$ cat config.mk
export PLATFORM = sky130hd
export DESIGN_NAME = div_unit
export DESIGN_NICKNAME = d
export VERILOG_FILES = /design/src/rtl/div_pkg.sv /design/src/rtl/div_step.sv /design/src/rtl/div_unit.sv
export SDC_FILE = /design/constraint.sdc
export NUM_CORES = 1
export LEC_CHECK = 0
export BUFFER_PORTS_ARGS = -buffer_cell sky130_fd_sc_hd__buf_4
export CAP_MARGIN = 20
export CORE_ASPECT_RATIO = 0.7
export CORE_UTILIZATION = 30
export CTS_CLUSTER_SIZE = 20
export DETAILED_ROUTE_END_ITERATION = 8
export PLACE_DENSITY_LB_ADDON = 0.25
export RECOVER_POWER = 100
export REMOVE_ABC_BUFFERS = 1
export SETUP_SLACK_MARGIN = 0.4
export SLEW_MARGIN = 20
export SYNTH_ARGS = -nofsm -noshare
export SYNTH_HDL_FRONTEND = slang
export SYNTH_SLANG_ARGS = --single-unit
$ cat constraint.sdc
create_clock -name clk_i -period 5.29 [get_ports clk_i]
set_input_delay 1.058 -clock clk_i [delete_from_list [all_inputs] [get_ports clk_i]]
set_output_delay 1.058 -clock clk_i [all_outputs]
set_load 0.01 [all_outputs]
$ cat src/rtl/div_pkg.sv
// Shared types and constants for the iterative radix-2 restoring divider.
package div_pkg;

    typedef enum logic [1:0] {
        IDLE = 2'd0,
        BUSY = 2'd1,
        DONE = 2'd2
    } div_state_e;

    localparam logic [4:0]  DIV_LAST_STEP = 5'd31;
    localparam logic [31:0] DIV_ZERO_QUOT = 32'hFFFF_FFFF;

endpackage

$ cat src/rtl/div_step.sv
// One restoring-division step: shift the next dividend bit into the partial
// remainder, trial-subtract the divisor, keep the difference if it did not borrow.
module div_step #(
    parameter int WIDTH = 32
) (
    input  logic [WIDTH-1:0] rem,
    input  logic [WIDTH-1:0] quo,
    input  logic [WIDTH-1:0] divisor,
    output logic [WIDTH-1:0] rem_next,
    output logic [WIDTH-1:0] quo_next
);

    logic [WIDTH:0] partial;
    logic [WIDTH:0] diff;
    logic           borrow;

    always_comb begin
        partial = {rem, quo[WIDTH-1]};
        diff    = partial - {1'b0, divisor};
        borrow  = (partial < {1'b0, divisor});
        if (borrow) begin
            rem_next = partial[WIDTH-1:0];
            quo_next = {quo[WIDTH-2:0], 1'b0};
        end else begin
            rem_next = diff[WIDTH-1:0];
            quo_next = {quo[WIDTH-2:0], 1'b1};
        end
    end

endmodule

$ cat src/rtl/div_unit.sv
// DIV/DIVU unit for the EX stage: quotient to LO, remainder to HI, level stall.
// Optional build macro DIV_EARLY_OUT_EN finishes |dividend| < |divisor| in one cycle.
module div_unit
    import div_pkg::*;
#(
    parameter int WIDTH = 32
) (
    input  logic             clk_i,
    input  logic             rst_i,
    input  logic             start_i,
    input  logic             signed_i,
    input  logic             annul_i,
    input  logic [WIDTH-1:0] dividend_i,
    input  logic [WIDTH-1:0] divisor_i,
    output logic             stall_o,
    output logic             ready_o,
    output logic [WIDTH-1:0] quotient_o,
    output logic [WIDTH-1:0] remainder_o
);

    div_state_e       state_reg, state_next;
    logic [4:0]       cnt_reg;
    logic [WIDTH-1:0] rem_reg, quo_reg, dsr_reg;
    logic [WIDTH-1:0] rem_next, quo_next;
    logic             sign_q_reg, sign_r_reg, dz_reg;
    logic [WIDTH-1:0] quotient_reg, remainder_reg;
    logic [WIDTH-1:0] abs_dividend, abs_divisor;
    logic [WIDTH-1:0] fix_quot, fix_rem;
    logic             neg_dividend, neg_divisor;
    logic             accept, last_step, early_out;

    assign neg_dividend = signed_i & dividend_i[WIDTH-1];
    assign neg_divisor  = signed_i & divisor_i[WIDTH-1];
    assign abs_dividend = neg_dividend ? -dividend_i : dividend_i;
    assign abs_divisor  = neg_divisor  ? -divisor_i  : divisor_i;

    assign accept    = (state_reg == IDLE) & start_i & ~annul_i;
    assign last_step = (cnt_reg == DIV_LAST_STEP);

`ifdef DIV_EARLY_OUT_EN
    assign early_out = (divisor_i != '0) && (abs_dividend < abs_divisor);
`else
    assign early_out = 1'b0;
`endif

    div_step #(
        .WIDTH(WIDTH)
    ) u_step (
        .rem     (rem_reg),
        .quo     (quo_reg),
        .divisor (dsr_reg),
        .rem_next(rem_next),
        .quo_next(quo_next)
    );

    // With a zero divisor the steps leave |dividend| in rem, so the remainder
    // negate below restores the original dividend bit-for-bit.
    assign fix_quot = dz_reg     ? WIDTH'(DIV_ZERO_QUOT)
                    : sign_q_reg ? -quo_next : quo_next;
    assign fix_rem  = sign_r_reg ? -rem_next : rem_next;

    always_ff @(posedge clk_i or negedge rst_i) begin
        if (!rst_i) begin
            state_reg <= IDLE;
        end else begin
            state_reg <= state_next;
        end
    end

    always_comb begin
        state_next = state_reg;
        case (state_reg)
            IDLE:    if (accept) state_next = early_out ? DONE : BUSY;
            BUSY:    if (last_step) state_next = DONE;
            DONE:    state_next = IDLE;
            default: state_next = IDLE;
        endcase
        if (annul_i) begin
            state_next = IDLE;
        end
    end

    always_comb begin
        ready_o = (state_reg == DONE);
    end

    assign stall_o     = start_i & ~ready_o & ~annul_i;
    assign quotient_o  = quotient_reg;
    assign remainder_o = remainder_reg;

    // Results only move on a completing edge, so an annulled operation
    // leaves the previous LO/HI values visible.
    always_ff @(posedge clk_i or negedge rst_i) begin
        if (!rst_i) begin
            cnt_reg       <= '0;
            rem_reg       <= '0;
            quo_reg       <= '0;
            dsr_reg       <= '0;
            sign_q_reg    <= 1'b0;
            sign_r_reg    <= 1'b0;
            dz_reg        <= 1'b0;
            quotient_reg  <= '0;
            remainder_reg <= '0;
        end else if (accept) begin
            cnt_reg    <= '0;
            rem_reg    <= '0;
            quo_reg    <= abs_dividend;
            dsr_reg    <= abs_divisor;
            sign_q_reg <= neg_dividend ^ neg_divisor;
            sign_r_reg <= neg_dividend;
            dz_reg     <= (divisor_i == '0);
            if (early_out) begin
                quotient_reg  <= '0;
                remainder_reg <= dividend_i;
            end
        end else if (state_reg == BUSY && !annul_i) begin
            cnt_reg <= cnt_reg + 5'd1;
            rem_reg <= rem_next;
            quo_reg <= quo_next;
            if (last_step) begin
                quotient_reg  <= fix_quot;
                remainder_reg <= fix_rem;
            end
        end
    end

endmodule

-- After elaboration in Yosys (flattened, before gate mapping)
Index checks and enable logic that the tools add are counted.
W data, S select, Z words.
- $add $sub $neg: 6
- multipliers: 0
- div/mod/pow operators: 0
- order comparisons: 1
- equal/unequal tests: 5
- shift operators: 0
- multiplexer cells: 17
- bitwise operators: 10
- reduce and logical (&&, ||, !) cells: 7
- operator list (kind ; count):
    $mux W32 ; 10
    $neg A32 Y32 ; 4
    $lt A33 B32 Y1 ; 1
    $logic_not A32 Y1 ; 1
    $sub A32 B32 Y32 ; 1
    $mux W5 ; 2
    $and A1 B1 Y1 ; 6
    $mux W2 ; 3
    $ne A3 B3 Y1 const B ; 2
    $add A5 B1 Y5 const B ; 1
    $eq A5 B5 Y1 const B ; 1
    $pmux W2 S2 ; 1
    $not A1 Y1 ; 3
    $reduce_and A3 Y1 ; 1
    $eq A2 B1 Y1 const B ; 1
    $eq A2 B2 Y1 const B ; 1
    $logic_not A2 Y1 ; 1
    $reduce_and A2 Y1 ; 1
    $reduce_bool A2 Y1 ; 1
    $logic_and A1 B1 Y1 ; 1
    $logic_not A1 Y1 ; 1
    $mux W1 ; 1
    $xor A1 B1 Y1 ; 1
- flip-flop bits (word level): 170
- latch bits: 0
- bits in writable memories: 0
- ROM bits: 0
- memories kept: 0

-- Logic depth before layout (Yosys ltp)
- depth in word-level cells: 6
- mapped depth: 23

-- Cells and area by module
A second synthesis with hierarchy kept.
- cells, all modules: 1475
- area, all modules: 11911.4 µm²
- by module, submodules not included (module ; instances ; cells an instance ; area an instance (µm²)):
    div_unit ; 1 ; 1115 ; 9462.8
    div_step ; 1 ; 360 ; 2448.6

-- Worst setup path before layout
No wires, ideal clock.
- kind: register to register
- from: reg rem_reg[17]
- to: reg remainder_reg[26] (netlist: remainder_o[26])
- arrival time: 4.645 ns
- data required time: 5.165 ns
- slack: 0.521 ns
- cell stages (with the launch flop): 23
- cells stage by stage: dfrtp_1 > ha_1 > buf_4 > a21oi_1 > o21ai_1 > a21oi_1 > o31ai_2 > a31o_4 > buf_2 > buf_1 > clkbuf_1 > nand2_1 > o21ai_0 > ha_1 > nor4b_1 > nand2_1 > a311oi_1 > a41oi_1 > a211oi_2 > nand4b_2 > o21ai_1 > xor2_1 > mux2_2
- longest elaborated chain between the ends: 4
- elaborated cells between the ends (all ways): 5
- classes of those cells: add/sub (2); order compare (1); mux (2)
- ends and longest elaborated chain (what ; line ; text):
    start, declared ; div_unit.sv:23 ; logic [WIDTH-1:0] rem_reg, quo_reg, dsr_reg;
    start signal, assigned ; div_unit.sv:118 ; rem_reg <= rem_next;
    $sub A32 B32 Y32 or $lt A33 B32 Y1 (tied branches) ; div_step.sv:19, div_step.sv:20 ;
    $mux W32 * ; div_step.sv:21 ; if (borrow) begin
    $neg A32 Y32 ; div_unit.sv:60 ; assign fix_rem = sign_r_reg ? -rem_next : rem_next;
    $mux W32 * ; div_unit.sv:60 ;
    end signal, assigned ; div_unit.sv:114 ; remainder_reg <= dividend_i;
    end signal, assigned ; div_unit.sv:122 ; remainder_reg <= fix_rem;
    end, declared ; div_unit.sv:26 ; logic [WIDTH-1:0] quotient_reg, remainder_reg;
Mark *: on every way between the ends. The rest lies on a longest branch, timed or not.
A chain may end at the register's enable or synchronous reset.

-- Worst setup path after layout
- from: reg rem_reg[9]
- to: reg remainder_reg[28] (netlist: remainder_o[28])
Same word-level chain as after synthesis.

==> impl.org <==
** STA
- Count of endpoints failing setup in the final report :: 0
- In this run the tightest slew margin relative to its limit is -0.551.
- For this run, the top clock speed supported by timing is 0.209 GHz.
- Worst Max-Slew Pin Slew :: 2330 ps
- Setup repair after global routing left no endpoint under its margin.
- Hold timing on the final database bottoms out at a slack of 476 ps.
- Adding up every negative setup slack in the final design gives 0 ps.
- Hold violation total from the final report :: 0
- Max Transition Viols Final :: 269
- Counting I/O delays and the setup requirement, the final critical path takes 4790 ps.
- Clock skew on the completed layout was measured at 17.6 ps.
- Period utilization :: 0.906

** Worst setup path
- STA classifies the critical path endpoint as a flip-flop.
- Arrival @ worst endpoint :: 5080 ps
- Counting cells, the worst reg-to-reg path comes to 19.
- Maximum fanout count along the critical path :: 7
- Walking the worst path, the cells encountered are ha_2, a21o_1, a31oi_1, a2bb2oi_2, nand3_2, a31o_4, o21ai_0, ha_4, nor4b_4, clkbuf_1, nand2_1, a311oi_2, a41oi_1, a211oi_2, buf_4, nand4b_4, o31ai_4, xor2_1, o21ai_1.
- For this run, the slowest stage of the critical path takes 470 ps.
- The slowest stage of the critical path is the sky130_fd_sc_hd__o21ai_0 cell.
- Crit path kind :: flip-flop to flip-flop
- The worst setup path is launched from a flip-flop.
- Worst path required time :: 5580 ps

** GRT
- After global routing the overflow that remains totals 0.
- The number of antenna violations at the first check in global routing is 2.
- Wire length of the first global-routing pass :: 62.0 mm
- Vias in the first global route :: 10600
- For this run, the total global-route usage over all layers was measured as 0.198.
- Largest net degree at the start of global routing :: 80

** Yosys
- Distinct cell type count after synthesis :: 81
- Dominant cell type by area after synthesis :: sky130_fd_sc_hd__dfrtp_1
- Counting flops with an async set or reset pin after synthesis yields a share of 1.00.
- In the post-synthesis netlist, the biggest area contributors are sky130_fd_sc_hd__dfrtp_1 36%, sky130_fd_sc_hd__nand2_1 8.3%, sky130_fd_sc_hd__o21ai_0 5.9%, sky130_fd_sc_hd__xnor2_1 5.8%, sky130_fd_sc_hd__xor2_1 4.7%.
- The share of synthesized area in the top cell type comes to 0.361.
- In the post-synthesis netlist, the cell with the most instances is sky130_fd_sc_hd__nand2_1.
- The Yosys step of the flow raised 0 warnings.
- After synthesis the cells add up to 0.0118 mm2.
- The most used flip-flop cell after synthesis is sky130_fd_sc_hd__dfrtp_1.
- In this run, synthesis produced a sequential element count of 170.
- Most numerous cell types in the synthesized netlist :: 260 x sky130_fd_sc_hd__nand2_1, 170 x sky130_fd_sc_hd__dfrtp_1, 140 x sky130_fd_sc_hd__o21ai_0, 131 x sky130_fd_sc_hd__nor2_1, 95 x sky130_fd_sc_hd__a21oi_1
- Counting flops with a built-in enable in the synthesized netlist gives 0.
- Sequential cell area fraction in the yosys report :: 0.361
- Synthesized instance count :: 1465
- Avg Synthesized Cell Area :: 8.05 um2

** Die
- In this run the horizontal extent of the chip is 239 um.
- Core Region :: 0.0386 mm2
- The floorplan has 60 rows.
- Starting Density :: 0.306
- Measured along the y axis, the die boundary spans 168 um.
- The floorplan step defined a die boundary enclosing 0.0401 mm2.
- Number of I/O pins :: 135

** Clocking
- Clock-pin slew was measured on the worst setup and hold paths at 80 ps.
- Counting the buffers created by CTS gives 17.
- TritonCTS built the clock tree.
- Total of hold buffers inserted after clock tree synthesis :: 0
- The H-tree generated during clock tree synthesis spans 4 levels.
- The clock drives 170 sinks.
- For the worst-skew pair, the clock arrives at the later sink with an insertion delay of 460 ps.
- Max clock buf depth :: 2
- Clk root buf :: sky130_fd_sc_hd__clkbuf_16

** Detailed routing
- In the routed design, unresolved DRC markers number 0.
- The routed layout has 11000 vias.
- ANT nets after route :: 0
- After detailed routing, the number of vias per cell comes to 5.21.
- Average routed wire per standard cell :: 18.5 um
- The first detailed-routing pass took 5 iterations.
- The detailed router finished its first iteration with 840 violations.
- Wirelength, routed :: 38.9 mm

** Status
- Violations in the final reports :: max-capacitance violations, max-slew violations
- Run status :: finished with violations

** Cells and area
- Once layout is done, the placed cells without fillers occupy 0.0138 mm2.
- The layout has 4068 filler cells.
- The area growth from synthesis to layout is 16.7%.
- Total number of nets in the final design :: 1671
- In the final layout, the share of cells above drive strength 1 is 0.109.
- Measured on the finished design, the core utilization comes to 0.357.

** Pwr
- The design draws 0.00722 W.
- The analysis attributes to cell leakage a power of 5.84 nW.
- Max VDD drop :: 0.320 mV
- Dividing total power by cell area gives a power density of 525 mW/mm2.

** Min path
- Worst hold path depth :: 2
- The min-delay analysis places its worst path in the category flip-flop to flip-flop.

** Place
- Sum of net half-perimeters after detailed placement :: 28.4 mm
- Number of input and output port buffers inserted :: 134
- Routability-driven placement congestion ratio :: 0.910
- Placed Instance Area :: 0.0133 mm2

** Run
- Max-cap violations in this run came to 5.
[cell families after synthesis]
logic type | synth area share
and+or+nand+nor | 0.212
AOI/OAI and AO/OA | 0.213
DFF | 0.361
xor gates and xnor gates | 0.105
buffers and inverters | 0.0461
adders and majority gates | 0.0420
muxes | 0.0216
[final cells by class]
type / count / area (um2) / share of cell area
Timing Repair Buffer: 160 / 925 / 0.0672
Inverter: 53 / 199 / 0.0145
Clock inverter: 13 / 131 / 0.00955
Sequential cell: 170 / 4260 / 0.309
Tap cell: 527 / 659 / 0.0479
Clock buffer: 19 / 443 / 0.0322
Antenna cell: 2 / 5.00 / 0.000364
Multi-Input combinational cell: 1161 / 7140 / 0.519
[where the power goes]
part | internal (W) | switching, W
registers | 0.00151 | 0.000293
logic | 0.00157 | 0.00256
clock network | 0.000674 | 0.000612
[cells in the final DEF (no fill, tap or decap), types with 6 or more instances in the layout]
master and count:
sky130_fd_sc_hd__nand2_1 259, sky130_fd_sc_hd__dfrtp_1 169, sky130_fd_sc_hd__o21ai_0 142, sky130_fd_sc_hd__nor2_1 128, sky130_fd_sc_hd__a21oi_1 91, sky130_fd_sc_hd__buf_4 81, sky130_fd_sc_hd__xnor2_1 78, sky130_fd_sc_hd__clkbuf_1 74
sky130_fd_sc_hd__xor2_1 63, sky130_fd_sc_hd__inv_1 53, sky130_fd_sc_hd__a31oi_1 38, sky130_fd_sc_hd__nor3_1 32, sky130_fd_sc_hd__ha_1 28, sky130_fd_sc_hd__o31ai_1 24, sky130_fd_sc_hd__or3_1 21, sky130_fd_sc_hd__mux2i_1 20
sky130_fd_sc_hd__nand3_1 18, sky130_fd_sc_hd__clkbuf_16 17, sky130_fd_sc_hd__nor4_1 16, sky130_fd_sc_hd__o41ai_1 14, sky130_fd_sc_hd__a21o_1 12, sky130_fd_sc_hd__nand4_1 11, sky130_fd_sc_hd__nand2b_1 10, sky130_fd_sc_hd__o21a_1 9
sky130_fd_sc_hd__o21ai_1 8, sky130_fd_sc_hd__or4_1 8, sky130_fd_sc_hd__a21oi_2 7, sky130_fd_sc_hd__a211oi_1 7, sky130_fd_sc_hd__a22o_1 7, sky130_fd_sc_hd__and2_1 6, sky130_fd_sc_hd__ha_2 6, sky130_fd_sc_hd__inv_6 6
[path summary, 6_finish.rpt]
kind | from | to | slack, ps
max in group asynchronous | rst_i | quo_reg[3] | 1280
hold / removal | remainder_o[24] | remainder_o[24] | 480
setup reg to reg | rem_reg[9] | remainder_o[28] | 500
min in group asynchronous | rst_i | rem_reg[17] | 1240
setup / recovery | rem_reg[9] | remainder_o[28] | 500
hold reg to reg | remainder_o[24] | remainder_o[24] | 480
[layer usage]
metal / GRT usage / vias up / share of wire
met1: 0.295 / 5304 / 0.51
met2: 0.292 / 286 / 0.43
met4: 0.0566 / 0 / 0.018
met5: 0 / - / 0
li1: - / 5335 / -
met3: 0.0316 / 33 / 0.044
[worst max-delay path: cells and delay by family (launching register included)]
family | cells | cell delay [ps]
AOI/OAI and AO/OA | 10 | 2460
adders and majority gates | 2 | 620
and+or+nand+nor | 4 | 580
DFF | 1 | 430
buffers and inverters | 2 | 340
xor gates and xnor gates | 1 | 190
[per-stage QoR]
| stage | instances | setup slack [ps] |
|---|---|---|
| floorplan | 1384 | 484 |
| global placement | 2067 | 489 |
| detailed placement | 2068 | 287 |
| CTS | 2101 | 444 |
| global route | 2105 | 222 |
| finish | 2105 | 498 |
[what timing repair did]
item / in CTS / in global routing
endpoints found under the hold margin: 0 / 0
endpoints found under the setup margin: 3 / 8
buffers inserted: 1 / 2
pin swaps: 1 / 4
resized for setup: 2 / 32
gates cloned: 0 / 0
Note: power is estimated with default switching activity, not from simulation.
